===== config.mk =====
export PLATFORM = sky130hd
export DESIGN_NAME = cnn_out_packer
export DESIGN_NICKNAME = d
export VERILOG_FILES = /design/src/rtl/cnn_pkg.sv /design/src/rtl/cnn_beat_reg.sv /design/src/rtl/cnn_out_packer.sv
export SDC_FILE = /design/constraint.sdc
export NUM_CORES = 2
export LEC_CHECK = 0
export ABC_AREA = 1
export ABC_CLOCK_PERIOD_IN_PS = 7400
export BUFFER_PORTS_ARGS = -buffer_cell sky130_fd_sc_hd__buf_2
export CAP_MARGIN = 10
export CORE_MARGIN = 10
export CORE_UTILIZATION = 35
export CTS_BUF_LIST = sky130_fd_sc_hd__clkbuf_4 sky130_fd_sc_hd__clkbuf_8
export CTS_CLUSTER_DIAMETER = 200
export DETAILED_ROUTE_END_ITERATION = 16
export SLEW_MARGIN = 20
export SYNTH_ARGS = -nofsm -noshare
export SYNTH_HDL_FRONTEND = slang
export SYNTH_HIERARCHICAL = 1
export SYNTH_SLANG_ARGS = --single-unit
export TNS_END_PERCENT = 30

===== constraint.sdc =====
create_clock -name clk -period 7.4 [get_ports clk]
set_input_delay 0.37 -clock clk [delete_from_list [all_inputs] [get_ports clk]]
set_output_delay 0.37 -clock clk [all_outputs]
set_load 0.01 [all_outputs]

===== src/rtl/cnn_pkg.sv =====
// Shared widths, index types and small helpers for the CNN output packer.
package cnn_pkg;

   localparam int WORD_W         = 64;
   localparam int BEAT_W         = 512;
   localparam int WORDS_PER_BEAT = 8;
   localparam int LANE_W         = 16;
   localparam int LANES_PER_WORD = WORD_W / LANE_W;
   localparam int ACC_WORDS      = WORDS_PER_BEAT - 1;
   localparam int SLOT_W         = $clog2(WORDS_PER_BEAT);
   localparam int WORD_IDX_W     = 12;
   localparam int IMG_CNT_W      = 8;

   typedef logic [WORD_W-1:0]     word_t;
   typedef logic [BEAT_W-1:0]     beat_t;
   typedef logic [LANE_W-1:0]     lane_t;
   typedef logic [1:0]            lane_idx_t;
   typedef logic [SLOT_W-1:0]     slot_idx_t;
   typedef logic [WORD_IDX_W-1:0] word_idx_t;

   // True when the given slot is the highest slot of a beat.
   function automatic logic is_final_slot(input slot_idx_t slot);
      return slot == slot_idx_t'(WORDS_PER_BEAT - 1);
   endfunction

endpackage


===== src/rtl/cnn_beat_reg.sv =====
// Single 512-bit output register: loads a closed beat, holds it while the
// consumer stalls, and empties when the consumer takes it.
module cnn_beat_reg
   import cnn_pkg::*;
(
   input  logic              clk,
   input  logic              sync_rst_n,
   input  logic              load,
   input  logic [BEAT_W-1:0] load_bits,
   input  logic              load_last,
   input  logic              out_ready,
   output logic              out_valid,
   output logic [BEAT_W-1:0] out_bits,
   output logic              out_last
);

   logic              valid_reg;
   logic              last_reg;
   logic [BEAT_W-1:0] bits_reg;

   // Load has priority; the top only loads when the register is empty or
   // being drained this cycle, so a stalled beat is never overwritten.
   always_ff @(posedge clk) begin
      if (!sync_rst_n) begin
         valid_reg <= 1'b0;
         last_reg  <= 1'b0;
         bits_reg  <= '0;
      end else if (load) begin
         valid_reg <= 1'b1;
         last_reg  <= load_last;
         bits_reg  <= load_bits;
      end else if (out_ready) begin
         valid_reg <= 1'b0;
         last_reg  <= 1'b0;
      end
   end

   assign out_valid = valid_reg;
   assign out_bits  = bits_reg;
   assign out_last  = last_reg;

endmodule


===== src/rtl/cnn_out_packer.sv =====
// Packs 64-bit CNN output words into 512-bit beats, closing a beat early at
// the end of each image and zero-filling the unused upper slots.
module cnn_out_packer
   import cnn_pkg::*;
#(
   parameter int WORDS_PER_IMG = 16
)
(
   input  logic                 clk,
   input  logic                 sync_rst_n,
   input  logic                 in_valid,
   output logic                 in_ready,
   input  logic [WORD_W-1:0]    in_bits,
   output logic                 out_valid,
   input  logic                 out_ready,
   output logic [BEAT_W-1:0]    out_bits,
   output logic                 out_last,
   output logic [IMG_CNT_W-1:0] img_cnt
);

   localparam word_idx_t LAST_WORD = word_idx_t'(WORDS_PER_IMG - 1);

   word_t                acc_reg [ACC_WORDS];
   slot_idx_t            slot_reg;
   word_idx_t            word_reg;
   logic [IMG_CNT_W-1:0] img_cnt_reg;

   logic                 img_end;
   logic                 beat_close;
   logic                 stall;
   logic                 accept;
   logic                 load;
   logic [BEAT_W-1:0]    beat_next;

   // A beat closes on the eighth slot or on the image's final word.
   assign img_end    = (word_reg == LAST_WORD);
   assign beat_close = is_final_slot(slot_reg) || img_end;

   // Only a closing word needs the output register; everything else can
   // always be absorbed by the accumulator.
   assign stall    = beat_close && out_valid && !out_ready;
   assign in_ready = sync_rst_n && !stall;
   assign accept   = in_valid && in_ready;
   assign load     = accept && beat_close;

   // Assemble the closing beat: stored words below the current slot, the
   // incoming word at the current slot, zeros above.
   for (genvar gi = 0; gi < WORDS_PER_BEAT; gi++) begin : g_slot
      if (gi < ACC_WORDS) begin : g_acc
         assign beat_next[gi*WORD_W +: WORD_W] =
            (slot_idx_t'(gi) <  slot_reg) ? acc_reg[gi] :
            (slot_idx_t'(gi) == slot_reg) ? in_bits     : '0;
      end else begin : g_top
         assign beat_next[gi*WORD_W +: WORD_W] =
            (slot_idx_t'(gi) == slot_reg) ? in_bits : '0;
      end
   end

   // Accumulator: store non-closing words in their slot.
   always_ff @(posedge clk) begin
      if (!sync_rst_n) begin
         for (int i = 0; i < ACC_WORDS; i++) begin
            acc_reg[i] <= '0;
         end
      end else if (accept && !beat_close) begin
         for (int i = 0; i < ACC_WORDS; i++) begin
            if (slot_reg == slot_idx_t'(i)) begin
               acc_reg[i] <= in_bits;
            end
         end
      end
   end

   // Slot and word-in-image counters; both restart at image end.
   always_ff @(posedge clk) begin
      if (!sync_rst_n) begin
         slot_reg <= '0;
         word_reg <= '0;
      end else if (accept) begin
         slot_reg <= beat_close ? '0 : slot_reg + 1'b1;
         word_reg <= img_end    ? '0 : word_reg + 1'b1;
      end
   end

   // Completed-image counter, bumped when the last beat is handed off.
   always_ff @(posedge clk) begin
      if (!sync_rst_n) begin
         img_cnt_reg <= '0;
      end else if (out_valid && out_ready && out_last) begin
         img_cnt_reg <= img_cnt_reg + 1'b1;
      end
   end

   assign img_cnt = img_cnt_reg;

   cnn_beat_reg u_beat_reg (
      .clk        (clk),
      .sync_rst_n (sync_rst_n),
      .load       (load),
      .load_bits  (beat_next),
      .load_last  (img_end),
      .out_ready  (out_ready),
      .out_valid  (out_valid),
      .out_bits   (out_bits),
      .out_last   (out_last)
   );

endmodule


* Word-level counts from Yosys, hierarchy flattened
Memories as Yosys holds them, arrays and structs flattened. Index checks and enable logic that the tools add are counted.
Storage, ports and cells: bits in registers 537, latch bits 0, memory bits (writable) 448, memory bits (read-only) 0, input port bits 68, output and inout port bits 523, word-level logic and storage cells 109, memories 1
Memories:
- acc_reg | depth 7, width 64, rd ports 7, clocked after memory_dff 0, write ports 7, RTL line cnn_out_packer.sv:23 | word_t acc_reg [ACC_WORDS];
Operators by class: add/sub/neg operators 3, $mul 0, div/mod/pow operators 0, order comparisons 7, eq/ne operators 15, shift-type cells 0, muxes and demuxes 56, bitwise gates (word level) 7, reductions and logical operators 14
Operators with widths (number):
- $mux W64 | 22
- $mux W1 | 32
- $add A12 B1 Y12 const B | 1
- $eq A12 B4 Y1 const B | 1
- $eq A3 B3 Y1 const A | 4
- $eq A3 B3 Y1 const B | 4
- $mux W12 | 1
- $lt A3 B3 Y1 const A | 3
- $add A8 B1 Y8 const B | 1
- $logic_and A1 B1 Y1 | 8
- $or A1 B1 Y1 | 7
- $eq A2 B3 Y1 const A | 2
- $eq A3 B2 Y1 const B | 2
- $lt A1 B3 Y1 const A | 2
- $lt A2 B3 Y1 const A | 2
- $add A3 B1 Y3 const B | 1
- $eq A1 B3 Y1 const A | 1
- $eq A3 B1 Y1 const B | 1
- $logic_not A1 Y1 | 3
- $logic_not A3 Y1 | 1
- $mux W3 | 1
- $reduce_bool A2 Y1 | 1
- $logic_or A1 B1 Y1 | 1

* Longest topological paths before layout
depth in word-level cells 12, gate-level depth with buffers 14, depth with buffers taken out 11

* Hierarchy
The synthesis kept the hierarchy.
Modules (own cells, without submodules):
- cnn_out_packer | times used 1, cells an instance 2657, area an instance 23483.8 sq um, seq. area each 13913.3 sq um
- cnn_beat_reg | times used 1, cells an instance 2229, area an instance 17957.2 sq um, seq. area each 10289.9 sq um

* Worst setup path after synthesis
Ideal clock, no wire load.
path type register -> register, start register word_reg[0], end memory acc_reg[6][0] (netlist name) (enable), library setup time 0.574 ns, arrival time 5.575 ns, data required time 6.826 ns, path slack 1.251 ns, stages on the path, launching flop included 9, buffers on the path 0, clock period less this slack 6.149 ns, cells stage by stage dfxtp_1 > ha_1 > nand3_1 > nor2_1 > nand2_2 > nand2_2 > inv_2 > nand3_2 > o21ai_0
RTL lines:
- from (decl) | RTL line cnn_out_packer.sv:25 | word_idx_t word_reg;
- from (signal assigned) | RTL line cnn_out_packer.sv:81 | word_reg <= img_end ? '0 : word_reg + 1'b1;
- to (decl) | RTL line cnn_out_packer.sv:23

==> impl_metrics.json <==
{
  "largest_register_ff_count": 512,
  "yosys-top-cells-count": "nor2_1, o21ai_0, dfxtp_1, nand2_1, edfxtp_1",
  "min_period_ps": 4008,
  "drc": 0,
  "async_reset_ff_frac": 0,
  "required_ps": 7900,
  "syn-num-nets": 4960,
  "min_to": "acc_reg[6][16]",
  "regToRegSetupSlack_ps": 3390,
  "multiInputGateArea_um2": 13870,
  "htree_num_levels": 4,
  "post_cts_buffers": 0,
  "drive_gt1_frac": 0.1823,
  "rows": 126,
  "die_w_um": 364.1,
  "fin_skew_ps": 34.53,
  "nNetsFinal": 5414,
  "path_class": "flip-flop to flip-flop",
  "hold_depth": 4,
  "cts_tree": "yes",
  "synth.most_common_cell": "nor2_1",
  "timing.rr.start": "slot_reg[0]",
  "synth_cells": 4886,
  "grt_max_degree": 330,
  "synth_area_per_cell_um2": 8.482,
  "synth_cell_type_count": 37,
  "drt_iter0_markers": 3760,
  "yosys_warnings": 6,
  "yosysSeqAreaShare": 0.5840,
  "grt-busiest-layer": "met2",
  "die_height_um": 364.1,
  "hold_path.class": "primary input to flip-flop",
  "wl_per_cell_um": 20.88,
  "core_um2": 117800,
  "detail-route-antenna-nets": 0,
  "synthFlopType": "dfxtp_1",
  "p_per_area_nw_per_um2": 241.5,
  "grt-ovfl-total": 0,
  "dieArea_um2": 132600,
  "slew_headroom": 0.2088,
  "area_growth_pct": 18.19,
  "fin_crit_sh": 0.5416,
  "ir_drop_uv": 166.1,
  "cp_data_arrival_time_ps": 4510,
  "vias": 35626,
  "first_global_vias": 34285,
  "start_util": 0.3519,
  "clk_path_buf_depth": 3,
  "grt_pass1_wl_mm": 217.3,
  "n_fill_cell": 11893,
  "synth_seq_cells": 985,
  "critPathMaxFanout": 66,
  "register_area_um2": 24210,
  "dpl.hpwl_mm": 90.28,
  "drv_slew": 0,
  "use_met3": 0.05608,
  "grtUsageMet1": 0.2954,
  "synth_edf_count": 448,
  "cp-start-kind": "flip-flop",
  "ios": 591,
  "clk_latency_ps": 900,
  "status": "finished clean",
  "synth_top_cell_by_area": "edfxtp_1",
  "globalplace.congestion": 0.8030,
  "cap_violations": 0,
  "track_usage": 0.2129,
  "holdCritStartpoint": "in_bits[16]",
  "tightest_slew_ps": 1187,
  "io_buffers": 590,
  "met2_usage": 0.3231,
  "hold_slack_ps": 345.1,
  "numClockSinks": 985,
  "r2r_end": "acc_reg[2][51]",
  "clock.fmax_mhz": 249.5,
  "antenna_found_initial": 8,
  "leakage_nw": 23.62,
  "grt_setup_unrepaired": "no",
  "firstDrtPassIters": 6,
  "end_kind": "flip-flop",
  "wl_mm": 146.8,
  "tns_ps": 0,
  "hold_viol": 0,
  "total_power_mw": 11.83,
  "rr_worst_depth": 4,
  "numCtsBuffers": 171,
  "synth_top_area_frac": 0.3246,
  "cts_root_buf": "clkbuf_8",
  "setup_viol": 0,
  "ys_top_cells_by_area": "edfxtp_1, dfxtp_1, nor2_1",
  "clk_pin_slew_ps": 50,
  "vias_per_cell": 5.066,
  "syn_area_um2": 41440
}
-- critical path, stage by stage, from the launching register on --
cell	delay, ps
dfxtp_4	450
inv_2	240
ha_4	790
nand3_4	840
nand2_4	1100
-- cells in the final DEF, fill, tap and decap left out, drive strengths merged, types with 11 or more instances in the layout --
master and count:
dfxtp 537, nand4 12, diode 11, nor2 1561, edfxtp 448, dlygate4sd3 68, clkbuf 287, o21ai 839
nand3 87, nand2 458, a21oi 147, clkinv 27, o22ai 64, buf 625, inv 298
-- routing by layer --
metal | share of wire | up-vias
met3 | 0.091 | 203
met5 | 0 | -
met4 | 0.021 | 0
met1 | 0.45 | 17172
met2 | 0.44 | 1447
li1 | - | 16804
-- final cells by class --
class / instances / area share
clock buffer: 287 / 0.07043
sequential: 985 / 0.4944
antenna: 11 / 0.0005620
clock inverter: 31 / 0.007076
inverter: 300 / 0.02378
tap: 1536 / 0.03924
timing repair buffer: 693 / 0.08142
multi-input combinational: 3189 / 0.2831
-- per-stage QoR --
step           area, µm²  utilization  cells  setup slack (ps)
3_5_place_dp       44410       0.3771   6633              3295
2_1_floorplan      41440            -   4886              1251
6_report           48980       0.4159   7032              3392
5_1_grt            48960       0.4157   7023              3099
3_3_place_gp       44410       0.3771   6633              3344
4_1_cts            48880       0.4151   7019              3309
-- worst max-delay path by stage --
stage / start / endpoint / cells past startpoint
after global routing: word_reg[0] / u_beat_reg/out_bits[144] / 14
after detailed placement: sync_rst_n / u_beat_reg/out_bits[441] / 9
after CTS: slot_reg[0] / acc_reg[2][32] / 4
final: slot_reg[0] / acc_reg[2][51] / 4
after global placement: sync_rst_n / u_beat_reg/out_bits[108] / 9
after floorplan: word_reg[0] / acc_reg[6][0] / 8
-- logic make-up after synthesis --
| family | share of synthesized area |
|---|---|
| simple gates | 0.1982 |
| xor+xnor | 0.0006342 |
| flops | 0.5840 |
| buf+inv | 0.08584 |
| fa+ha+maj | 0.001811 |
| compound gates | 0.1295 |
-- power by group --
group	switching, mW	internal [mW]
combinational	0.409	0.0986
sequential	0.0346	5.82
clock	2.38	3.09
total	2.82	9.01
-- repair_timing --
action / in CTS / in global routing
resized for setup: 0 / 0
hold buffers: 68 / 0
hold endpoints to repair: 305 / 0
(Power assumes the default switching activity.)
